### src/rtl/simon_round_ctrl_if.sv
// Handshake and control bundle between the SIMON round controller and its neighbours.
// Latency: none, wires only.
// Backpressure: the output packer stalls the controller by holding outAck low.
interface simon_round_ctrl_if #(
    parameter int Cb = 5
);
    logic          newKey;
    logic          newData;
    logic          outAck;
    logic          loadKey;
    logic          loadData;
    logic          keyLd;
    logic          dataLd;
    logic          roundEn;
    logic [Cb-1:0] round;
    logic          outValid;
    logic          keyValid;
    logic          doneData;
    logic          busy;

    // Unpacker/packer side: drives the requests and the acknowledge.
    modport master (
        output newKey, newData, outAck,
        input  loadKey, loadData, keyLd, dataLd, roundEn, round,
               outValid, keyValid, doneData, busy
    );

    // Controller side.
    modport slave (
        input  newKey, newData, outAck,
        output loadKey, loadData, keyLd, dataLd, roundEn, round,
               outValid, keyValid, doneData, busy
    );
endinterface

### src/rtl/simon_round_ctrl.sv
// SIMON round controller: key/data accept handshakes, T-round sequencing, result hold.
// Latency: data-accept edge to outValid rising is T+1 cycles; every output is a flop.
// Backpressure: OUT holds outValid until outAck is sampled high; no new request is accepted until IDLE.
module simon_round_ctrl #(
    parameter int N  = 16,
    parameter int M  = 4,
    parameter int T  = 32,
    parameter int Cb = 5
) (
    input  logic               clk,
    input  logic               nR,
    simon_round_ctrl_if.slave  io
);

    // Parameter sanity: the round counter must be able to hold T-1 without wrapping.
    if (N < 1 || M < 1 || T < 1 || T > (2 ** Cb)) begin : g_bad_param
        $error("simon_round_ctrl: illegal parameter set");
    end

    localparam logic [Cb-1:0] LAST_ROUND = Cb'(T - 1);

    typedef enum logic [2:0] {
        S_IDLE  = 3'd0,
        S_KLOAD = 3'd1,
        S_DLOAD = 3'd2,
        S_ROUND = 3'd3,
        S_OUT   = 3'd4
    } state_t;

    state_t        state_q, state_d;
    logic          load_key_q, load_key_d;
    logic          load_data_q, load_data_d;
    logic          key_ld_q, key_ld_d;
    logic          data_ld_q, data_ld_d;
    logic          round_en_q, round_en_d;
    logic [Cb-1:0] round_q, round_d;
    logic          out_valid_q, out_valid_d;
    logic          key_valid_q, key_valid_d;
    logic          done_data_q, done_data_d;
    logic          busy_q, busy_d;
    logic          key_acc;
    logic          data_acc;

    // Next state and next registered outputs; strobes default low, handshakes decay when the request drops.
    always_comb begin
        state_d     = state_q;
        load_key_d  = load_key_q & io.newKey;
        load_data_d = load_data_q & io.newData;
        key_ld_d    = 1'b0;
        data_ld_d   = 1'b0;
        round_en_d  = 1'b0;
        round_d     = '0;
        out_valid_d = 1'b0;
        key_valid_d = key_valid_q;
        done_data_d = 1'b0;
        key_acc     = 1'b0;
        data_acc    = 1'b0;

        case (state_q)
            S_IDLE: begin
                // A fresh key always wins over a pending block so the block runs under the new key.
                key_acc  = io.newKey & ~load_key_q;
                data_acc = io.newData & ~load_data_q & key_valid_q & ~key_acc;
                if (key_acc) begin
                    state_d    = S_KLOAD;
                    key_ld_d   = 1'b1;
                    load_key_d = 1'b1;
                end else if (data_acc) begin
                    state_d     = S_DLOAD;
                    data_ld_d   = 1'b1;
                    load_data_d = 1'b1;
                end
            end
            S_KLOAD: begin
                state_d     = S_IDLE;
                key_valid_d = 1'b1;
            end
            S_DLOAD: begin
                state_d    = S_ROUND;
                round_en_d = 1'b1;
                round_d    = '0;
            end
            S_ROUND: begin
                if (round_q == LAST_ROUND) begin
                    state_d     = S_OUT;
                    out_valid_d = 1'b1;
                end else begin
                    round_en_d = 1'b1;
                    round_d    = round_q + Cb'(1);
                end
            end
            S_OUT: begin
                if (io.outAck) begin
                    state_d     = S_IDLE;
                    done_data_d = 1'b1;
                end else begin
                    out_valid_d = 1'b1;
                end
            end
            default: begin
                state_d = S_IDLE;
            end
        endcase

        busy_d = (state_d == S_DLOAD) || (state_d == S_ROUND) || (state_d == S_OUT);
    end

    // State and output registers; reset aborts any block in flight and forgets the key.
    always_ff @(posedge clk or negedge nR) begin
        if (!nR) begin
            state_q     <= S_IDLE;
            load_key_q  <= 1'b0;
            load_data_q <= 1'b0;
            key_ld_q    <= 1'b0;
            data_ld_q   <= 1'b0;
            round_en_q  <= 1'b0;
            round_q     <= '0;
            out_valid_q <= 1'b0;
            key_valid_q <= 1'b0;
            done_data_q <= 1'b0;
            busy_q      <= 1'b0;
        end else begin
            state_q     <= state_d;
            load_key_q  <= load_key_d;
            load_data_q <= load_data_d;
            key_ld_q    <= key_ld_d;
            data_ld_q   <= data_ld_d;
            round_en_q  <= round_en_d;
            round_q     <= round_d;
            out_valid_q <= out_valid_d;
            key_valid_q <= key_valid_d;
            done_data_q <= done_data_d;
            busy_q      <= busy_d;
        end
    end

    assign io.loadKey  = load_key_q;
    assign io.loadData = load_data_q;
    assign io.keyLd    = key_ld_q;
    assign io.dataLd   = data_ld_q;
    assign io.roundEn  = round_en_q;
    assign io.round    = round_q;
    assign io.outValid = out_valid_q;
    assign io.keyValid = key_valid_q;
    assign io.doneData = done_data_q;
    assign io.busy     = busy_q;

endmodule

### src/flat_wrapper.sv
// flat-port wrapper written by rule: the top's interface ports become plain ports
module simon_round_ctrl_flat 
#(
    parameter int N  = 16,
    parameter int M  = 4,
    parameter int T  = 32,
    parameter int Cb = 5
)
  (clk, nR, io_newKey, io_newData, io_outAck, io_loadKey, io_loadData, io_keyLd, io_dataLd, io_roundEn, io_round, io_outValid, io_keyValid, io_doneData, io_busy);
  simon_round_ctrl_if #(.Cb(Cb)) io_i ();
  input  logic clk;
  input  logic nR;
  input wire logic [$bits(io_i.newKey)-1:0] io_newKey;
  input wire logic [$bits(io_i.newData)-1:0] io_newData;
  input wire logic [$bits(io_i.outAck)-1:0] io_outAck;
  output wire logic [$bits(io_i.loadKey)-1:0] io_loadKey;
  output wire logic [$bits(io_i.loadData)-1:0] io_loadData;
  output wire logic [$bits(io_i.keyLd)-1:0] io_keyLd;
  output wire logic [$bits(io_i.dataLd)-1:0] io_dataLd;
  output wire logic [$bits(io_i.roundEn)-1:0] io_roundEn;
  output wire logic [$bits(io_i.round)-1:0] io_round;
  output wire logic [$bits(io_i.outValid)-1:0] io_outValid;
  output wire logic [$bits(io_i.keyValid)-1:0] io_keyValid;
  output wire logic [$bits(io_i.doneData)-1:0] io_doneData;
  output wire logic [$bits(io_i.busy)-1:0] io_busy;
  assign io_i.newKey = io_newKey;
  assign io_i.newData = io_newData;
  assign io_i.outAck = io_outAck;
  assign io_loadKey = io_i.loadKey;
  assign io_loadData = io_i.loadData;
  assign io_keyLd = io_i.keyLd;
  assign io_dataLd = io_i.dataLd;
  assign io_roundEn = io_i.roundEn;
  assign io_round = io_i.round;
  assign io_outValid = io_i.outValid;
  assign io_keyValid = io_i.keyValid;
  assign io_doneData = io_i.doneData;
  assign io_busy = io_i.busy;
  simon_round_ctrl #(.N(N), .M(M), .T(T), .Cb(Cb)) u_core (.clk(clk), .nR(nR), .io(io_i));
endmodule
### config.mk
export PLATFORM = sky130hd
export DESIGN_NAME = simon_round_ctrl_flat
export DESIGN_NICKNAME = d
export VERILOG_FILES = /design/src/rtl/simon_round_ctrl_if.sv /design/src/rtl/simon_round_ctrl.sv /design/src/flat_wrapper.sv
export SDC_FILE = /design/constraint.sdc
export NUM_CORES = 1
export LEC_CHECK = 0
export ABC_AREA = 0
export BUFFER_PORTS_ARGS = -buffer_cell sky130_fd_sc_hd__buf_4
export CORE_UTILIZATION = 52
export CTS_CLUSTER_DIAMETER = 120
export DETAILED_ROUTE_END_ITERATION = 12
export GPL_ROUTABILITY_DRIVEN = 0
export PLACE_DENSITY = 0.8
export SYNTH_ARGS = -nofsm -noshare
export SYNTH_HDL_FRONTEND = slang
export SYNTH_SLANG_ARGS = --single-unit
export TNS_END_PERCENT = 1
### constraint.sdc
create_clock -name clk -period 3.1 [get_ports clk]
set_input_delay 0.155 -clock clk [delete_from_list [all_inputs] [get_ports clk]]
set_output_delay 0.155 -clock clk [all_outputs]
set_load 0.01 [all_outputs]
Word level (Yosys, flattened, before mapping)
Cells that the tools add are included.
{ "word_totals": {"register_bits": 17, "in_bits": 5, "wordCells": 56} }
{ "op_classes": {"addsub": 1, "eq_ne": 8, "n_mux": 24, "bitwise_logic": 9, "reduce_logical": 3} }
{ "ops": {"columns": ["op", "n"], "rows": [
  ["1-bit 2-to-1 mux", 15],
  ["3-bit by 2-bit equality test with 1-bit output (second input constant)", 4],
  ["3-bit 2-to-1 mux", 4],
  ["3-bit case mux with 4 select lines", 1],
  ["5-bit 2-to-1 mux", 2],
  ["1-bit bitwise AND", 6],
  ["3-bit equality test (second input constant)", 2],
  ["5-bit by 1-bit adder with 5-bit output (second input constant)", 1],
  ["5-bit equality test (second input constant)", 1],
  ["1-bit case mux with 2 select lines", 2],
  ["3-bit by 1-bit equality test with 1-bit output (second input constant)", 1],
  ["3-bit zero test", 1],
  ["1-bit inverter", 3],
  ["1-bit logical OR", 2]
]} }

Depth between registers and ports, before layout
Gate-level depths: netlist of run 1.
{ "depth": {"word_depth": 10, "mapped_depth": 5} }

Least setup slack after synthesis of run 1
No wires, ideal clock.
{ "synth_timing": {"path_type": "reg2reg", "from": "register u_core.round_q[0] (netlist: u_core.io.round[0])", "to": "register u_core.state_q[0]", "arrival_time_ps": 1308, "required_ps": 2973, "slack_ps": 1664, "path_stages_with_launch": 6, "n_path_buf": 0, "period_less_slack_ps": 1436, "path_cell_list": "dfrtp_1 > ha_1 > and3_1 > ha_1 > a21oi_1 > or2_2"} }
{ "synth_between": {"elab_chain_len": 3} }
{ "synth_lines": {"columns": ["item", "line", "source"], "rows": [
  ["start, declared", "simon_round_ctrl.sv:36", "logic [Cb-1:0] round_q, round_d;"],
  ["start signal, assigned", "simon_round_ctrl.sv:129", "round_q <= round_d;"],
  ["5-bit equality test", "simon_round_ctrl.sv:84", "if (round_q == LAST_ROUND) begin"],
  ["3-bit 2-to-1 mux", "simon_round_ctrl.sv:84", null],
  ["3-bit case mux with 4 select lines", "simon_round_ctrl.sv:59", "case (state_q)"],
  ["net u_core.state_d[0]", "simon_round_ctrl.sv:30", "state_t state_q, state_d;"],
  ["end signal, assigned", "simon_round_ctrl.sv:123", "state_q <= state_d;"],
  ["end, declared", "simon_round_ctrl.sv:30", null]
]} }
The timed path passes the listed nets, and every way through them passes these cells.
A chain may end at the register's enable or synchronous reset.

Final worst setup path of run 1
Ends and elaborated chain as after synthesis.

==> results of run 1 <==
cells by family (layout without fill, tap and decap cells):
group,Yosys count,after routing,synth area share [%]
buffers and inverters,2,25,1.11
adder cells (fa/ha/maj),2,2,3.70
AO/OA/AOI/OAI,6,6,5.74
XOR/XNOR,2,2,2.59
AND/OR/NAND/NOR,24,24,23.9
flip-flops,17,17,63.0
routing by layer:
metal / GRT usage (%) / part of all wire (%) / routed length, um / vias up
met5: 0 / 0 / 0 / -
met4: 13.4 / 2.2 / 28 / 0
met3: 5.23 / 5.7 / 73 / 6
met2: 35.2 / 48 / 615 / 16
met1: 29.8 / 44 / 555 / 243
li1: - / - / - / 229
layout by cell type (no fill, tap or decap), drive strengths merged:
cell	n
and3	2
o21ai	2
dfrtp	17
or3b	1
nor3	3
nand2b	1
inv	2
o311ai	1
a21o	1
buf	18
or3	1
and2	2
nand3	1
nor3b	1
xnor2	1
nand3b	1
nor2	3
ha	2
or2	4
nand2	2
clkbuf	4
or2b	1
a21oi	1
a21boi	1
xor2	1
dlygate4sd3	1
nor4b	1
worst paths after layout:
| check | startpoint | end | slack (ns) | depth (start not counted) |
|---|---|---|---|---|
| worst max-delay path | u_core.io.round[0] | u_core.state_q[0] | 1.56 | 5 |
| worst min register to register | u_core.io.round[0] | u_core.io.round[0] | 0.50 | 1 |
| max in group asynchronous | nR | u_core.state_q[0] | 2.66 | 2 |
| min in group asynchronous | nR | u_core.io.outValid | 0.25 | 2 |
| worst min-delay path | io_newData | u_core.io.loadData | 0.09 | 2 |
| worst max register to register | u_core.io.round[0] | u_core.state_q[0] | 1.56 | 5 |
critical path: stages (launching register included):
cell and delay, ns:
dfrtp_1 0.40, ha_1 0.21, and3_1 0.18, ha_1 0.23, a21oi_1 0.12, or2_2 0.29
where the power goes:
| part | internal (mW) | leakage (nW) | switching [mW] |
|---|---|---|---|
| combinational | 0.101 | 0.212 | 0.0894 |
| clock | 0.0501 | 0.0150 | 0.0667 |
| sequential | 0.268 | 0.212 | 0.0441 |
stage by stage:
| stage | setup slack [ns] | util [%] | hold slack (ns) | instance area (sq um) | cells |
|---|---|---|---|---|---|
| 3_3_place_gp | 1.68 | 71.6 | 0.0251 | 828 | 85 |
| 2_1_floorplan | 1.66 | - | -0.141 | 676 | 53 |
| 4_1_cts | 1.59 | 74.8 | 0.0800 | 865 | 90 |
| 5_1_grt | 1.47 | 74.8 | 0.0953 | 865 | 90 |
| 3_5_place_dp | 1.62 | 71.6 | 0.0299 | 828 | 85 |
| 6_report | 1.56 | 74.8 | 0.0851 | 865 | 90 |
repair_timing:
| action | 4_1_cts | 5_1_grt |
|---|---|---|
| hold buffers | 1 | 0 |
| gates resized for setup | 0 | 0 |
| endpoints found under the hold margin | 17 | 0 |
final cells by class:
class | instances | area [sq um]
flip-flops and latches | 17 | 425
fillers | 72 | 292
multi-input cells | 34 | 243
repair buffers | 19 | 145
clock buffers | 4 | 26.3
well taps | 14 | 17.5
inverters | 2 | 7.51
sequential cells by signal (all words and copies together), names as in the netlist:
signal	cells
u_core.io.roundEn	1
u_core.io.round	5
u_core.io.outValid	1
u_core.state_q	3
u_core.io.loadData	1
u_core.io.dataLd	1
u_core.io.doneData	1
u_core.io.keyValid	1
u_core.io.keyLd	1
u_core.io.loadKey	1
u_core.io.busy	1
==> metrics.cfg, run 1 <==
[yosys]
synthFlopType=dfrtp_1
yosysTopAreaCellShare_pct=63.0
synth_commonest_cells=17 x dfrtp_1, 3 x nor2_1, 3 x nor3_1, 3 x or2_2
synthArstFlopShare_pct=100
ys_warn_count=0
ys_seq_elements=17
synth.most_common_cell=dfrtp_1
synth_area_sq_um=676
synth_cells=53
syn_nets=60
netlist-cell-type-count=25
synthTopCellsByArea=dfrtp_1 63%, ha_1 3.7%, nor4b_4 3.5%
synth_edf_count=0
ys_seq_area_share_pct=63.0
syn_avg_cell_area_sq_um=12.7
synth_top_cell_by_area=dfrtp_1

[placed_design]
numPortBuffers=18
dp_hpwl_um=899

[critical_path]
critPathKind=reg -> reg
critPathMaxFanout=5
worstPathRequired_ns=3.28
cp-start-kind=register
cp.arrival_ns=1.72
worstSetupEndpointType=register

[power_and_ir_drop]
finalPower_mw=0.620
power.density_mw_per_mm2=717
max-vdd-ir-drop_v=0.000532
p_leak_nw=0.439

[sta]
drv_slew=0
timing.fmax_mhz=650
finalSetupTns_ns=0
slew_headroom_pct=83.1
period_minus_slack_ns=1.54
tightest_slew_ns=0.253
finalSetupViolCount=0
final.period_utilization_pct=49.6
grt_setup_unrepaired=false
finalHoldViolations=0
fin_worst_skew_ns=0.00104

[cts]
cts_sinks=17
clock_latency_ns=0.29
cts_setup_buffers=0
cts_tree=yes
clkTransAtPathRegs_ns=0.09
root_buffer=clkbuf_4
cts_buffers=3
htree_levels=1
cts.path.max_buffers=2

[worst_hold_path]
hp-class=in -> reg

[grt]
grt_pass1_vias=492
grt_pass1_wl_um=2210
grt.total_usage_pct=23.0
grt_max_degree=18
antenna_found_initial=0
grt_overflow=0

[finish]
area_delta_synth_final_pct=28.0
fin_nets=84
n_antenna_cell=0
drive_gt1_share_pct=35.5

[die]
pin_count=19
fp.dieH_um=38.0
die_area_sq_mm=0.00145
core_area_sq_mm=0.00116
start_util_pct=58.4
rows=12
die_w_um=38.0

[drt]
drtPass1Iterations=4
drc=0
via_per_inst=5.49
vias=494
finalWirelength_um=1270
ant_nets=0
wl_per_cell_um=14.1
drt-initial-drc-count=8

[job]
drv_cap=0

[run_status]
outcome=complete, no violations

(Power assumes the default switching activity.)
==> run 2, diff against run 1 <==
CORE_UTILIZATION = 43   (was 52)
PLACE_DENSITY = 0.7   (was 0.8)
clock period = 1.4 ns   (was 3.1 ns; I/O delays follow)
==> metrics.cfg, run 2 (same netlist as run 1, synthesis figures left out) <==
[run_status]
outcome=complete, no violations

[drt]
drtPass1Iterations=4  ; unchanged
finalWirelength_um=1180  ; -7.1%
drt-initial-drc-count=5  ; -3
drc=0  ; unchanged
via_per_inst=4.98  ; -9.3%
ant_nets=0  ; unchanged
wl_per_cell_um=12.3  ; -13%
vias=478  ; -3.2%

[finish]
drive_gt1_share_pct=44.4  ; +8.9 points
final_common_cell=buf_4
fin_cells=96  ; +6.7%
fin_nets=89  ; +6.0%
num-fill-cells=118  ; +64%
largest_reg_flops=5  ; unchanged
n_antenna_cell=0  ; unchanged
layout_common_cells=23 x buf_4, 17 x dfrtp_1
area_delta_synth_final_pct=37.2
post-route-util_pct=67.1  ; -7.7 points

[critical_path]
crit_start=u_core.io.round[1]
cp.arrival_ns=1.50  ; -0.22 ns
rr_endpoint=u_core.state_q[0]
cp-start-kind=register
reg2reg_depth=5  ; unchanged
worstSetupEndpointType=register
critPathMaxFanout=5  ; unchanged
worstPathRequired_ns=1.57  ; -1.71 ns
critPathKind=reg -> reg
timing.rr.start=u_core.io.round[1]
rrSetupSlack_ns=0.07  ; -1.49 ns
crit_end=u_core.state_q[0]

[cts]
root_buffer=clkbuf_4
cts.path.max_buffers=2  ; unchanged
cts_buffers=3  ; unchanged
cts-resized-gates=0  ; unchanged
cts_sinks=17  ; unchanged
clkTransAtPathRegs_ns=0.09  ; about the same
htree_levels=1  ; unchanged
clock_latency_ns=0.27  ; -0.02 ns
cts_tree=yes

[sta]
drv_slew=0  ; unchanged
finalHoldViolations=0  ; unchanged
finalSetupTns_ns=0  ; unchanged
timing.fmax_mhz=752  ; +16%
period_minus_slack_ns=1.33  ; -0.208 ns
slew_headroom_pct=82.4  ; -0.65 points
finalSetupViolCount=0  ; unchanged
fin_worst_skew_ns=0.00208  ; +0.00104 ns
grt_setup_unrepaired=false
final.period_utilization_pct=95.0  ; +45 points
tightest_slew_ns=0.262  ; +0.00977 ns
hold_ws_ns=0.00519  ; -0.0799 ns

[grt]
grt_pass1_wl_um=2260  ; +2.2%
grt_pass1_vias=508  ; +3.3%
grt_max_degree=18  ; unchanged
antenna_found_initial=0  ; unchanged
grt.total_usage_pct=16.6  ; -6.5 points
grt_overflow=0  ; unchanged

[die]
pin_count=19  ; unchanged
core_area_sq_mm=0.00138  ; +20%
start_util_pct=48.9  ; -9.6 points
rows=13  ; +1
die_area_sq_mm=0.00173  ; +20%
fp.dieH_um=41.6  ; +9.4%
die_w_um=41.6  ; +9.4%

[worst_hold_path]
hp-class=in -> reg

[power_and_ir_drop]
max-vdd-ir-drop_v=0.00105  ; +97%
p_leak_nw=0.457  ; +4.1%
power.density_mw_per_mm2=1550  ; +120%

[job]
drv_cap=0  ; unchanged

[placed_design]
dp_hpwl_um=958  ; +6.7%
dp_cells=90  ; +5.9%
numPortBuffers=18  ; unchanged

[run 2: cell types whose count changed in the layout (fill, tap and decap cells not counted)]
cell / delta
a21oi_1: -1
a21oi_2: +1
and3_1: -1
and3_4: +1
buf_4: +5
ha_1: -2
ha_2: +1
ha_4: +1
[run 2: worst min-delay path by stage]
stage	startpoint	endpoint	slack, ns	cells after the start
final	io_newData	u_core.io.loadData	0.005	2
after global routing	io_newData	u_core.io.loadData	0.01	2
after CTS	io_newData	u_core.io.loadData	0.001	2
after detailed placement	nR	u_core.state_q[1]	-0.06	1
after global placement	nR	u_core.io.doneData	-0.06	1
after floorplan	nR	u_core.io.busy	-0.23	0
[run 2: area by class of cell]
| type | instances | area [sq um] | area share, % |
|---|---|---|---|
| Multi-Input combinational cell | 34 | 267 | 28.7 |
| Inverter | 2 | 7.51 | 0.810 |
| Tap cell | 15 | 18.8 | 2.02 |
| Clock buffer | 4 | 26.3 | 2.83 |
| Timing Repair Buffer | 24 | 183 | 19.7 |
| Sequential cell | 17 | 425 | 45.9 |
[run 2: repair_timing]
item,in CTS,in global routing
hold buffers,1,0
setup buffers,0,1
hold endpoints to repair,17,0
endpoints found under the setup margin,0,2
[run 2: where the power goes]
group / total (mW) / switching, mW / internal, mW
Sequential: 0.651 / 0.0574 / 0.594
Clock: 0.247 / 0.137 / 0.110
Combinational: 0.536 / 0.246 / 0.289
Total: 1.43 / 0.441 / 0.994
[run 2: through the flow]
stage	area, sq um	total power [mW]	setup slack, ns
global route	927	1.54	0.0129
finish	927	1.43	0.0697
floorplan	699	0.933	0.0124
global placement	883	1.18	0.0843
detailed placement	883	1.19	0.0452
CTS	920	1.44	0.0286
[run 2: critical path, cell delays in order (launching register included)]
cell and delay [ns]:
dfrtp_1 0.37, ha_2 0.19, and3_4 0.19, ha_4 0.15, a21oi_2 0.06, or2_2 0.26
[run 2: metal layers]
layer | vias to the layer above | GRT usage [%] | wire length, um
li1 | 239 | - | -
met1 | 227 | 22.3 | 556
met2 | 10 | 27.2 | 571
met3 | 2 | 2.61 | 50
met4 | 0 | 5.81 | 5
met5 | - | 0 | 0
